### config.mk
export PLATFORM = sky130hd
export DESIGN_NAME = spi_device_cmd_parser
export DESIGN_NICKNAME = d
export VERILOG_FILES = /design/src/rtl/spi_device_pkg.sv /design/src/rtl/spi_device_byte_shreg.sv /design/src/rtl/spi_device_cmd_parser.sv
export SDC_FILE = /design/constraint.sdc
export NUM_CORES = 1
export LEC_CHECK = 0
export ABC_AREA = 1
export CAP_MARGIN = 20
export CORE_AREA = 3 3 118 120
export CTS_CLUSTER_SIZE = 8
export DETAILED_ROUTE_END_ITERATION = 16
export DIE_AREA = 0 0 121 123
export HOLD_SLACK_MARGIN = 0.03
export PLACE_DENSITY = 0.66
export SYNTH_ARGS = -nofsm -noshare
export SYNTH_HDL_FRONTEND = slang
export SYNTH_HIERARCHICAL = 1
export SYNTH_SLANG_ARGS = --single-unit
export TNS_END_PERCENT = 20
### constraint.sdc
create_clock -name clk_i -period 2.4 [get_ports clk_i]
set_input_delay 0.48 -clock clk_i [delete_from_list [all_inputs] [get_ports clk_i]]
set_output_delay 0.48 -clock clk_i [all_outputs]
set_load 0.03 [all_outputs]
### src/rtl/spi_device_pkg.sv
// Shared types and constants for the SPI device command front end.
package spi_device_pkg;

  localparam int unsigned SpiWordBytes    = 4;
  localparam int unsigned SpiWordW        = SpiWordBytes * 8;
  localparam logic [7:0]  CmdWriteDefault = 8'h02;
  localparam logic [7:0]  CmdReadDefault  = 8'h03;

  typedef enum logic [2:0] {
    StIdle,
    StAddr,
    StWdata,
    StIssue,
    StWpush,
    StResp,
    StRsend,
    StDone
  } cmd_state_e;

endpackage

### src/rtl/spi_device_byte_shreg.sv
// 32-bit register that shifts bytes in or out MSB-first, or loads a whole word.
module spi_device_byte_shreg
  import spi_device_pkg::*;
(
  input  logic                clk_i,
  input  logic                rst_ni,
  input  logic                load_i,
  input  logic [SpiWordW-1:0] word_i,
  input  logic                shift_in_i,
  input  logic [7:0]          byte_i,
  input  logic                shift_out_i,
  output logic [SpiWordW-1:0] word_o
);

  logic [SpiWordW-1:0] word_q;

  always_ff @(posedge clk_i or negedge rst_ni) begin
    if (!rst_ni) begin
      word_q <= '0;
    end else if (load_i) begin
      word_q <= word_i;
    end else if (shift_in_i) begin
      word_q <= {word_q[SpiWordW-9:0], byte_i};
    end else if (shift_out_i) begin
      word_q <= {word_q[SpiWordW-9:0], 8'h00};
    end
  end

  assign word_o = word_q;

endmodule

### src/rtl/spi_device_cmd_parser.sv
// SPI command front end: parses opcode/addr/wdata bytes, drives the TL-UL plug,
// and returns read data as four bytes to the SPI serialiser.
module spi_device_cmd_parser
  import spi_device_pkg::*;
#(
  parameter logic [7:0]          CmdWrite    = CmdWriteDefault,
  parameter logic [7:0]          CmdRead     = CmdReadDefault,
  parameter int unsigned         RespTimeout = 1024,
  parameter logic [SpiWordW-1:0] TimeoutData = 32'hDEAD_BEEF
) (
  input  logic                clk_i,
  input  logic                rst_ni,
  input  logic                csb_i,
  input  logic [7:0]          rx_byte_i,
  input  logic                rx_byte_valid_i,
  output logic [7:0]          tx_byte_o,
  output logic                tx_byte_valid_o,
  input  logic                tx_byte_ready_i,
  output logic [SpiWordW-1:0] rxtx_addr_o,
  output logic                rxtx_addr_valid_o,
  output logic                rd_wr_o,
  output logic [SpiWordW-1:0] fifo_data_rx_o,
  output logic                fifo_data_rx_valid_o,
  input  logic                fifo_data_rx_ready_i,
  input  logic [SpiWordW-1:0] fifo_data_tx_i,
  input  logic                fifo_data_tx_valid_i,
  output logic                fifo_data_tx_ready_o,
  output logic                busy_o,
  output logic                cmd_err_o
);

  localparam int unsigned       TimerW    = $clog2(RespTimeout);
  localparam logic [TimerW-1:0] TimerLast = TimerW'(RespTimeout - 1);
  localparam logic [1:0]        LastByte  = 2'(SpiWordBytes - 1);

  cmd_state_e        state_q, state_d;
  logic [1:0]        cnt_q, cnt_d;
  logic [TimerW-1:0] timer_q, timer_d;
  logic              rd_q, rd_d;
  logic              err_q, err_d;
  logic [7:0]        byte_q;
  logic              byte_vld_q;

  logic                addr_shift_in;
  logic                data_shift_in, data_shift_out, data_load;
  logic [SpiWordW-1:0] data_load_word, addr_word, data_word;
  logic                byte_take;

  // Incoming bytes are registered before the FSM consumes them.
  always_ff @(posedge clk_i or negedge rst_ni) begin
    if (!rst_ni) begin
      state_q    <= StIdle;
      cnt_q      <= '0;
      timer_q    <= '0;
      rd_q       <= 1'b0;
      err_q      <= 1'b0;
      byte_q     <= '0;
      byte_vld_q <= 1'b0;
    end else begin
      state_q    <= state_d;
      cnt_q      <= cnt_d;
      timer_q    <= timer_d;
      rd_q       <= rd_d;
      err_q      <= err_d;
      byte_q     <= rx_byte_i;
      byte_vld_q <= rx_byte_valid_i & ~csb_i;
    end
  end

  assign byte_take = byte_vld_q & ~csb_i;

  always_comb begin
    state_d        = state_q;
    cnt_d          = cnt_q;
    timer_d        = '0;
    rd_d           = rd_q;
    err_d          = 1'b0;
    addr_shift_in  = 1'b0;
    data_shift_in  = 1'b0;
    data_shift_out = 1'b0;
    data_load      = 1'b0;
    data_load_word = fifo_data_tx_i;
    unique case (state_q)
      StIdle: begin
        if (byte_take) begin
          if (byte_q == CmdRead || byte_q == CmdWrite) begin
            rd_d    = (byte_q == CmdRead);
            state_d = StAddr;
          end else begin
            err_d   = 1'b1;
            state_d = StDone;
          end
        end
      end
      StAddr, StWdata: begin
        if (csb_i) begin
          err_d   = 1'b1;
          cnt_d   = '0;
          state_d = StIdle;
        end else if (byte_take) begin
          addr_shift_in = (state_q == StAddr);
          data_shift_in = (state_q == StWdata);
          cnt_d         = cnt_q + 2'd1;
          if (cnt_q == LastByte) begin
            state_d = (state_q == StAddr && !rd_q) ? StWdata : StIssue;
          end
        end
      end
      StIssue: state_d = rd_q ? StResp : StWpush;
      StWpush: begin
        if (fifo_data_rx_ready_i) state_d = StResp;
      end
      StResp: begin
        if (fifo_data_tx_valid_i) begin
          data_load = rd_q;
          state_d   = rd_q ? StRsend : StDone;
        end else if (timer_q == TimerLast) begin
          err_d          = 1'b1;
          data_load      = rd_q;
          data_load_word = TimeoutData;
          state_d        = rd_q ? StRsend : StDone;
        end else begin
          timer_d = timer_q + 1'b1;
        end
      end
      StRsend: begin
        if (csb_i) begin
          cnt_d   = '0;
          state_d = StIdle;
        end else if (tx_byte_ready_i) begin
          data_shift_out = 1'b1;
          cnt_d          = cnt_q + 2'd1;
          if (cnt_q == LastByte) state_d = StDone;
        end
      end
      StDone: begin
        if (csb_i) state_d = StIdle;
      end
      default: state_d = StIdle;
    endcase
  end

  spi_device_byte_shreg u_addr_shreg (
    .clk_i       (clk_i),
    .rst_ni      (rst_ni),
    .load_i      (1'b0),
    .word_i      ('0),
    .shift_in_i  (addr_shift_in),
    .byte_i      (byte_q),
    .shift_out_i (1'b0),
    .word_o      (addr_word)
  );

  // Shared between write data (shifted in) and read data (loaded, shifted out).
  spi_device_byte_shreg u_data_shreg (
    .clk_i       (clk_i),
    .rst_ni      (rst_ni),
    .load_i      (data_load),
    .word_i      (data_load_word),
    .shift_in_i  (data_shift_in),
    .byte_i      (byte_q),
    .shift_out_i (data_shift_out),
    .word_o      (data_word)
  );

  assign tx_byte_valid_o      = (state_q == StRsend);
  assign tx_byte_o            = tx_byte_valid_o ? data_word[SpiWordW-1 -: 8] : 8'h00;
  assign rxtx_addr_o          = addr_word;
  assign rxtx_addr_valid_o    = (state_q == StIssue);
  assign rd_wr_o              = rxtx_addr_valid_o & rd_q;
  assign fifo_data_rx_o       = data_word;
  assign fifo_data_rx_valid_o = (state_q == StWpush);
  assign fifo_data_tx_ready_o = 1'b1;
  assign busy_o               = (state_q != StIdle) && (state_q != StDone);
  assign cmd_err_o            = err_q;

endmodule
Word-level counts from Yosys, hierarchy flattened. Cells that the tools add are included.

Logic and storage cells: 96. Bits of input ports: 47. Register bits: 90.

Mux-type cells: 49. Reductions and logical operators: 12. Bitwise logic cells: 4. Add/sub/neg operators: 2. Equality and inequality tests: 20.

Operator list (number): 32-bit two-way mux (6); 3-bit two-way mux (12); 10-bit two-way mux (3); 3-bit case mux with 7 select lines (1); 1-bit two-way mux (20); 8-bit by 2-bit == test with 1-bit output (second input constant) (2); 3-bit == test (second input constant) (4); 3-bit inequality test (second input constant) (4); 10-bit by 1-bit adder with 10-bit output (second input constant) (1); 10-bit == test (second input constant) (1); 2-bit two-way mux (4); 8-bit two-way mux (1); 8-bit AND reduction (1); 3-bit by 2-bit == test with 1-bit output (second input constant) (2); 3-bit by 2-bit inequality test with 1-bit output (second input constant) (2); 3-bit AND reduction (2); 3-bit nonzero test (2); 2-bit inequality test (second input constant) (2); 2-bit case mux with 2 select lines (1); 1-bit bitwise AND (3); 3-bit by 1-bit == test with 1-bit output (second input constant) (1); 3-bit zero test (1); 1-bit case mux with 3 select lines (1); 2-bit by 1-bit adder with 2-bit output (second input constant) (1); other kinds (8) (9).

Longest topological paths before layout. Gate-level depths: netlist of run 1.

Word-level depth: 7. Mapped depth: 13. Depth with buffers taken out: 12.

Hierarchy. The synthesis of run 1 kept the hierarchy.

By module, submodules not included: spi_device_byte_shreg (times used 2, area each 1740.4 sq um, cells each 252); spi_device_cmd_parser (times used 1, area each 1672.9 sq um, cells each 226).

Least setup slack after synthesis of run 1. Ideal clock, no wire load.

Path type: register to output. From: reg state_q[0]. To: out rd_wr_o. Path buffers: 0. Stages on the path, launching flop included: 5. Setup slack: 0.520 ns. Data arrival time: 1.400 ns. Cell sequence: dfrtp_1 nand2_1 nor2_1 nand2_1 inv_1.

Word-level cells in the longest chain between the ends: 2.

Ends and longest elaborated chain: from (decl) (RTL line spi_device_cmd_parser.sv:36) `cmd_state_e state_q, state_d;`; from (signal assigned) (RTL line spi_device_cmd_parser.sv:52) `state_q <= StIdle;`; from (signal assigned) (RTL line spi_device_cmd_parser.sv:60) `state_q <= state_d;`; 3-bit by 2-bit == test with 1-bit output (RTL line spi_device_cmd_parser.sv:169) `assign rxtx_addr_valid_o = (state_q == StIssue);`; net rxtx_addr_valid_o (RTL line spi_device_cmd_parser.sv:20) `output logic rxtx_addr_valid_o,`; 1-bit bitwise AND (RTL line spi_device_cmd_parser.sv:170) `assign rd_wr_o = rxtx_addr_valid_o & rd_q;`; to (decl) (RTL line spi_device_cmd_parser.sv:21) `output logic rd_wr_o,`.

The timed path passes the listed nets, and every way through them passes these cells.

Worst setup path in the final report of run 1.
From: reg state_q[1]. To: out rd_wr_o.

Word-level cells in the longest chain between the ends: 2.

Ends and longest elaborated chain (RTL line): 3-bit by 2-bit == test with 1-bit output (spi_device_cmd_parser.sv:169); 1-bit bitwise AND (spi_device_cmd_parser.sv:170).

Every way passes these cells.

==> results of run 1 <==
worst paths after layout:
check,start,end,slack [ns]
setup / recovery,state_q[1],rd_wr_o,0.15
hold / removal,rst_ni,u_addr_shreg/word_o[20],0.15
setup reg to reg,timer_q[0],u_data_shreg/word_o[27],0.22
hold reg to reg,timer_q[8],timer_q[8],0.49
max in group asynchronous,rst_ni,u_data_shreg/word_o[8],1.63
min in group clk_i,timer_q[8],timer_q[8],0.49
power groups by stage:
stage          combinational (mW)  clock [mW]  sequential [mW]
6_report                     2.99        1.29             2.24
3_5_place_dp                 3.01           0             2.26
4_1_cts                      2.99        1.33             2.24
2_1_floorplan                1.33           0             2.78
3_3_place_gp                 3.00           0             2.27
5_1_grt                      3.28        1.39             2.30
synth_stat cells, types with 5 or more instances:
master	number	area, um2
xor2_1	5	43.8
inv_1	56	210
o21ai_0	8	40.0
buf_4	15	113
dfrtp_1	90	2250
buf_6	7	78.8
nand2_1	322	1210
buf_2	15	75.1
or2_1	7	43.8
nand3_1	73	365
inv_2	5	18.8
nor2_1	75	282
or2_2	18	113
registers in the layout, summed over array words and instances (netlist names):
register             cells
cnt_q                    2
cmd_err_o                1
byte_q                   8
state_q                  3
rd_q                     1
timer_q                 10
u_addr_shreg/word_o     32
byte_vld_q               1
u_data_shreg/word_o     32
stage by stage:
stage / power (mW) / utilization / hold WS (ns) / worst slack (ns) / cells
2_1_floorplan: 4.11 / - / 0.184 / 0.520 / 763
3_3_place_gp: 5.27 / 0.505 / 0.479 / 0.127 / 1039
3_5_place_dp: 5.27 / 0.505 / 0.488 / 0.0750 / 1039
4_1_cts: 6.57 / 0.524 / 0.161 / 0.0122 / 1055
5_1_grt: 6.97 / 0.525 / 0.187 / 0.0115 / 1055
6_report: 6.52 / 0.525 / 0.149 / 0.146 / 1055
routing by layer:
layer  wire length (um)  track usage  part of all wire
met5                  0            0                 0
met4                304       0.0694             0.023
met3                681       0.0297             0.051
met2               6170        0.297              0.46
met1               6290        0.255              0.47
final cells by class:
class,count,area (um2)
Clock buffer,13,250
Clock inverter,3,15.0
Fill cell,1289,6220
Inverter,62,235
Multi-Input combinational cell,574,2540
Sequential cell,90,2250
Tap cell,176,220
Timing Repair Buffer,137,1350
cells by family after synthesis:
| family | count (synthesis) |
|---|---|
| AO/OA/AOI/OAI | 18 |
| XOR/XNOR | 5 |
| adder cells (fa/ha/maj) | 2 |
| buffers and inverters | 99 |
| flip-flops | 90 |
| other | 2 |
| AND/OR/NAND/NOR | 514 |
timing repair:
action / in CTS / in global routing
setup endpoints to repair: 11 / 3
endpoints found under the hold margin: 0 / 0
gates resized for setup: 12 / 2
cloned: 0 / 0
pin swaps: 0 / 1
critical path, cell delays in order, from the launching register on:
cell and delay (ns):
dfrtp_1 0.51, nand2_1 0.14, nor2_1 0.22, nand2_1 0.10
inv_1 0.07, dlygate4sd2_1 0.39
==> flow_summary.yaml, run 1 <==
run_status:
  status: "complete, no violations"
global_routing:
  grt_max_degree: 44
  grtUsageTotal: 0.186
  grt_pass1_wl_um: 22000
  globalRouteOverflowTotal: 0
  grt_pass1_vias: 4447
  antenna_found_initial: 0
route:
  first_pass_iters: 5
  vias: 4772
  viasPerCell: 4.52
  drc: 0
  route.final.wire_length_um: 13400
  drt_iter0_markers: 292
  wl_per_cell_um: 12.7
  ant_nets: 0
final_layout:
  mostFrequentLayoutCells: "322 x nand2_1, 110 x clkdlybuf4s50_1, 90 x dfrtp_1"
  final_area_mm2: 0.00687
  drive_above_1_share: 0.0739
  final_nets: 923
  final_common_cell: "nand2_1"
  n_antenna_cell: 0
  area_growth_pct: 33.2
floorplan:
  row_count: 42
  fp.dieW_um: 121
  coreArea_mm2: 0.0131
  ioPinCount: 126
  die_h_um: 123
  start_util: 0.394
  die_area_mm2: 0.0149
min_path:
  hold_class: "input pin to asynchronous set/reset pin"
timing:
  finClkSkew_ns: 0.00554
  period_share: 0.939
  grt_setup_unrepaired: "no"
  finalMaxSlewViolations: 0
  finalHoldViolations: 0
  worstMarginPinSlew_ns: 0.593
  setup_tns_ns: 0
  setup_viol_count_final: 0
  fin_crit_ns: 2.25
  clock.fmax_mhz: 444
  timing.slew.headroom: 0.605
place:
  port_buffers: 124
  finalWeightedCongestion: 0.886
  place_area_mm2: 0.00661
  dp_hpwl_um: 9660
synth:
  synth_area_mm2: 0.00515
  syn_area_per_cell_um2: 7.06
  synth_fa_ha_area_frac: 0.00486
  synth_top_family_by_area: "simple AND/OR/NAND/NOR gates"
  synthSimpleGateAreaFrac: 0.430
  yosysWarnings: 6
  ys_seq_area_frac: 0.437
  synth-xor-area-share: 0.00850
  synth_compound_gate_area_share: 0.0204
  ys_async_sr_fraction: 1.00
  syn_inst: 730
  ys.flop_type: "dfrtp_1"
  ys_seq_elements: 90
  synthMuxAreaShare: 0
  synthDistinctLibCells: 31
  synth_edf_count: 0
cts:
  clkLatencyLatePin_ns: 0.34
  post_cts_buffers: 0
  path_clk_slew_ns: 0.06
  cts_sinks: 90
  hold_buffers: 0
  cts_root_buffer: "clkbuf_16"
  clockBufferDepth: 2
  numCtsBuffers: 9
  cts_htree_levels: 3
  cts_tree: "built"
pwr:
  power.switching_mw: 2.76
  p_per_area_mw_per_mm2: 950
  power.leakage_nw: 3.67
  seq_power_share: 0.344
  combPwrFrac: 0.458
  clkPwrFrac: 0.198
  power.share.switching: 0.424
  worst_ir_drop_vdd_mv: 0.547
  p_int_mw: 3.76
setup_path:
  reg2reg_depth: 10
  end_kind: "output pin"
  required_ns: 1.92
  cp.arrival_ns: 1.77
  cp_max_fo: 6
  worstSetupPathType: "flip-flop to output pin"
  crit_path_start_kind: "flip-flop"
run:
  maxCapViolCount: 0
(Power assumes the default switching activity.)
==> inputs of run 2 (changes only) <==
- CTS_BUF_LIST: default -> sky130_fd_sc_hd__clkbuf_8
==> flow_summary.yaml, run 2 (synthesized netlist as in run 1, its figures left out) <==
run_status:
  status: "complete, no violations"
timing:
  fin_crit_ns: 2.25
  grt_setup_unrepaired: "no"
  setup_tns_ns: 0
  worstMarginPinSlew_ns: 0.598
  setup_viol_count_final: 0
  period_share: 0.936
  finalMaxSlewViolations: 0
  timing.slew.headroom: 0.602
  fin_ws_ns: 0.153
  clock.fmax_mhz: 445
  finalHoldViolations: 0
  finClkSkew_ns: 0.00770
floorplan:
  fp.dieW_um: 121
  die_area_mm2: 0.0149
  coreArea_mm2: 0.0131
  die_h_um: 123
  start_util: 0.394
  ioPinCount: 126
  row_count: 42
place:
  dp_hpwl_um: 9660
  port_buffers: 124
  preCtsSetupSlack_ns: 0.0750
  finalWeightedCongestion: 0.886
final_layout:
  drive_above_1_share: 0.0751
  final_nets: 923
  final_common_cell: "nand2_1"
  n_antenna_cell: 0
  area_growth_pct: 31.1
  mostFrequentLayoutCells: "322 x nand2_1, 110 x clkdlybuf4s50_1, 89 x dfrtp_1"
global_routing:
  grt_pass1_wl_um: 22100
  grtUsageTotal: 0.186
  grt_max_degree: 44
  antenna_found_initial: 0
  grt_pass1_vias: 4409
  globalRouteOverflowTotal: 0
pwr:
  fin_total_pwr_mw: 6.15
  power.leakage_nw: 3.61
  worst_ir_drop_vdd_mv: 0.527
  p_per_area_mw_per_mm2: 910
route:
  drc: 0
  vias: 4777
  wl_per_cell_um: 12.8
  viasPerCell: 4.53
  ant_nets: 0
  drt_iter0_markers: 294
  first_pass_iters: 4
  route.final.wire_length_um: 13500
cts:
  clockBufferDepth: 2
  cts_htree_levels: 3
  numCtsBuffers: 9
  cts_sinks: 90
  post_cts_buffers: 0
  path_clk_slew_ns: 0.09
  clkLatencyLatePin_ns: 0.37
  cts_root_buffer: "clkbuf_8"
  hold_buffers: 0
  cts_tree: "built"
setup_path:
  path_buf_inv: 2
  cpMostUsedCell: "nand2_1"
  cp_top_family: "flip-flops"
  required_ns: 1.92
  cp_cell_sequence: "nand2_1 -> nor2_1 -> nand2_1 -> inv_1 -> dlygate4sd2_1"
  crit_path_start_kind: "flip-flop"
  max_stage_delay_ns: 0.50
  cpMaxStageDelayCell: "dfrtp_1"
  cp.arrival_ns: 1.77
  worstSetupPathType: "flip-flop to output pin"
  cp_max_fo: 7
  end_kind: "output pin"
run:
  maxCapViolCount: 0
min_path:
  hold_class: "input pin to asynchronous set/reset pin"
-- run 2: cell count changes in the layout (fill, tap and decap cells not counted), sizes merged --
cell	change
clkbuf	-3
dlygate4sd2	+2
dlymetal6s2s	-2
inv	+3
-- run 2: where the power goes --
part | switching, mW | internal (mW)
clock network | 0.539 | 0.389
registers | 0.360 | 1.88
logic | 1.83 | 1.14
total | 2.73 | 3.41
-- run 2: final timing paths --
kind                                  from                       to  slack, ns  depth (start not counted)
worst max-delay path            state_q[0]                  rd_wr_o       0.15                          5
worst min-delay path                rst_ni  u_addr_shreg/word_o[20]       0.11                          1
worst max register to register  timer_q[0]  u_data_shreg/word_o[27]       0.22                         10
worst min register to register  timer_q[8]               timer_q[8]       0.50                          1
max in group asynchronous           rst_ni   u_data_shreg/word_o[8]       1.66                          2
min in group clk_i              timer_q[8]               timer_q[8]       0.50                          1
-- run 2: layer usage --
metal	wire length [um]	global-route usage	vias to the layer above
met5	0	0	-
met4	299	0.0715	0
met3	720	0.0316	15
met2	6250	0.296	145
met1	6210	0.254	2141
li1	-	-	2476
-- run 2: area by class of cell --
cell class	instances	area, um2
Fill cell	1297	6330
Multi-Input combinational cell	574	2540
Sequential cell	90	2250
Timing Repair Buffer	137	1350
Inverter	62	235
Tap cell	176	220
Clock buffer	10	138
Clock inverter	6	26.3
-- run 2: metrics by stage --
step | instance area (um2) | hold WS (ns) | utilization | std cells
after floorplan | 5280 | 0.184 | - | 763
after global placement | 6610 | 0.479 | 0.505 | 1039
after detailed placement | 6610 | 0.488 | 0.505 | 1039
after CTS | 6760 | 0.117 | 0.516 | 1055
after global routing | 6760 | 0.147 | 0.517 | 1055
final | 6760 | 0.111 | 0.517 | 1055
-- run 2: timing repair --
item                                    in CTS  in global routing
pin swaps                                    0                  1
resized for setup                           14                  1
endpoints found under the setup margin      13                  6
cloned                                       0                  0
-- run 2: worst reg2reg max path, cell delays in order (launching register included) --
cell and delay [ns]:
dfrtp_1 0.42, ha_1 0.23, nand2_1 0.11, nor2_4 0.06, nand3_1 0.20, a211oi_4 0.10
buf_12 0.18, nor2_8 0.31, nand2_4 0.27, nand2_1 0.15, nand2_1 0.06
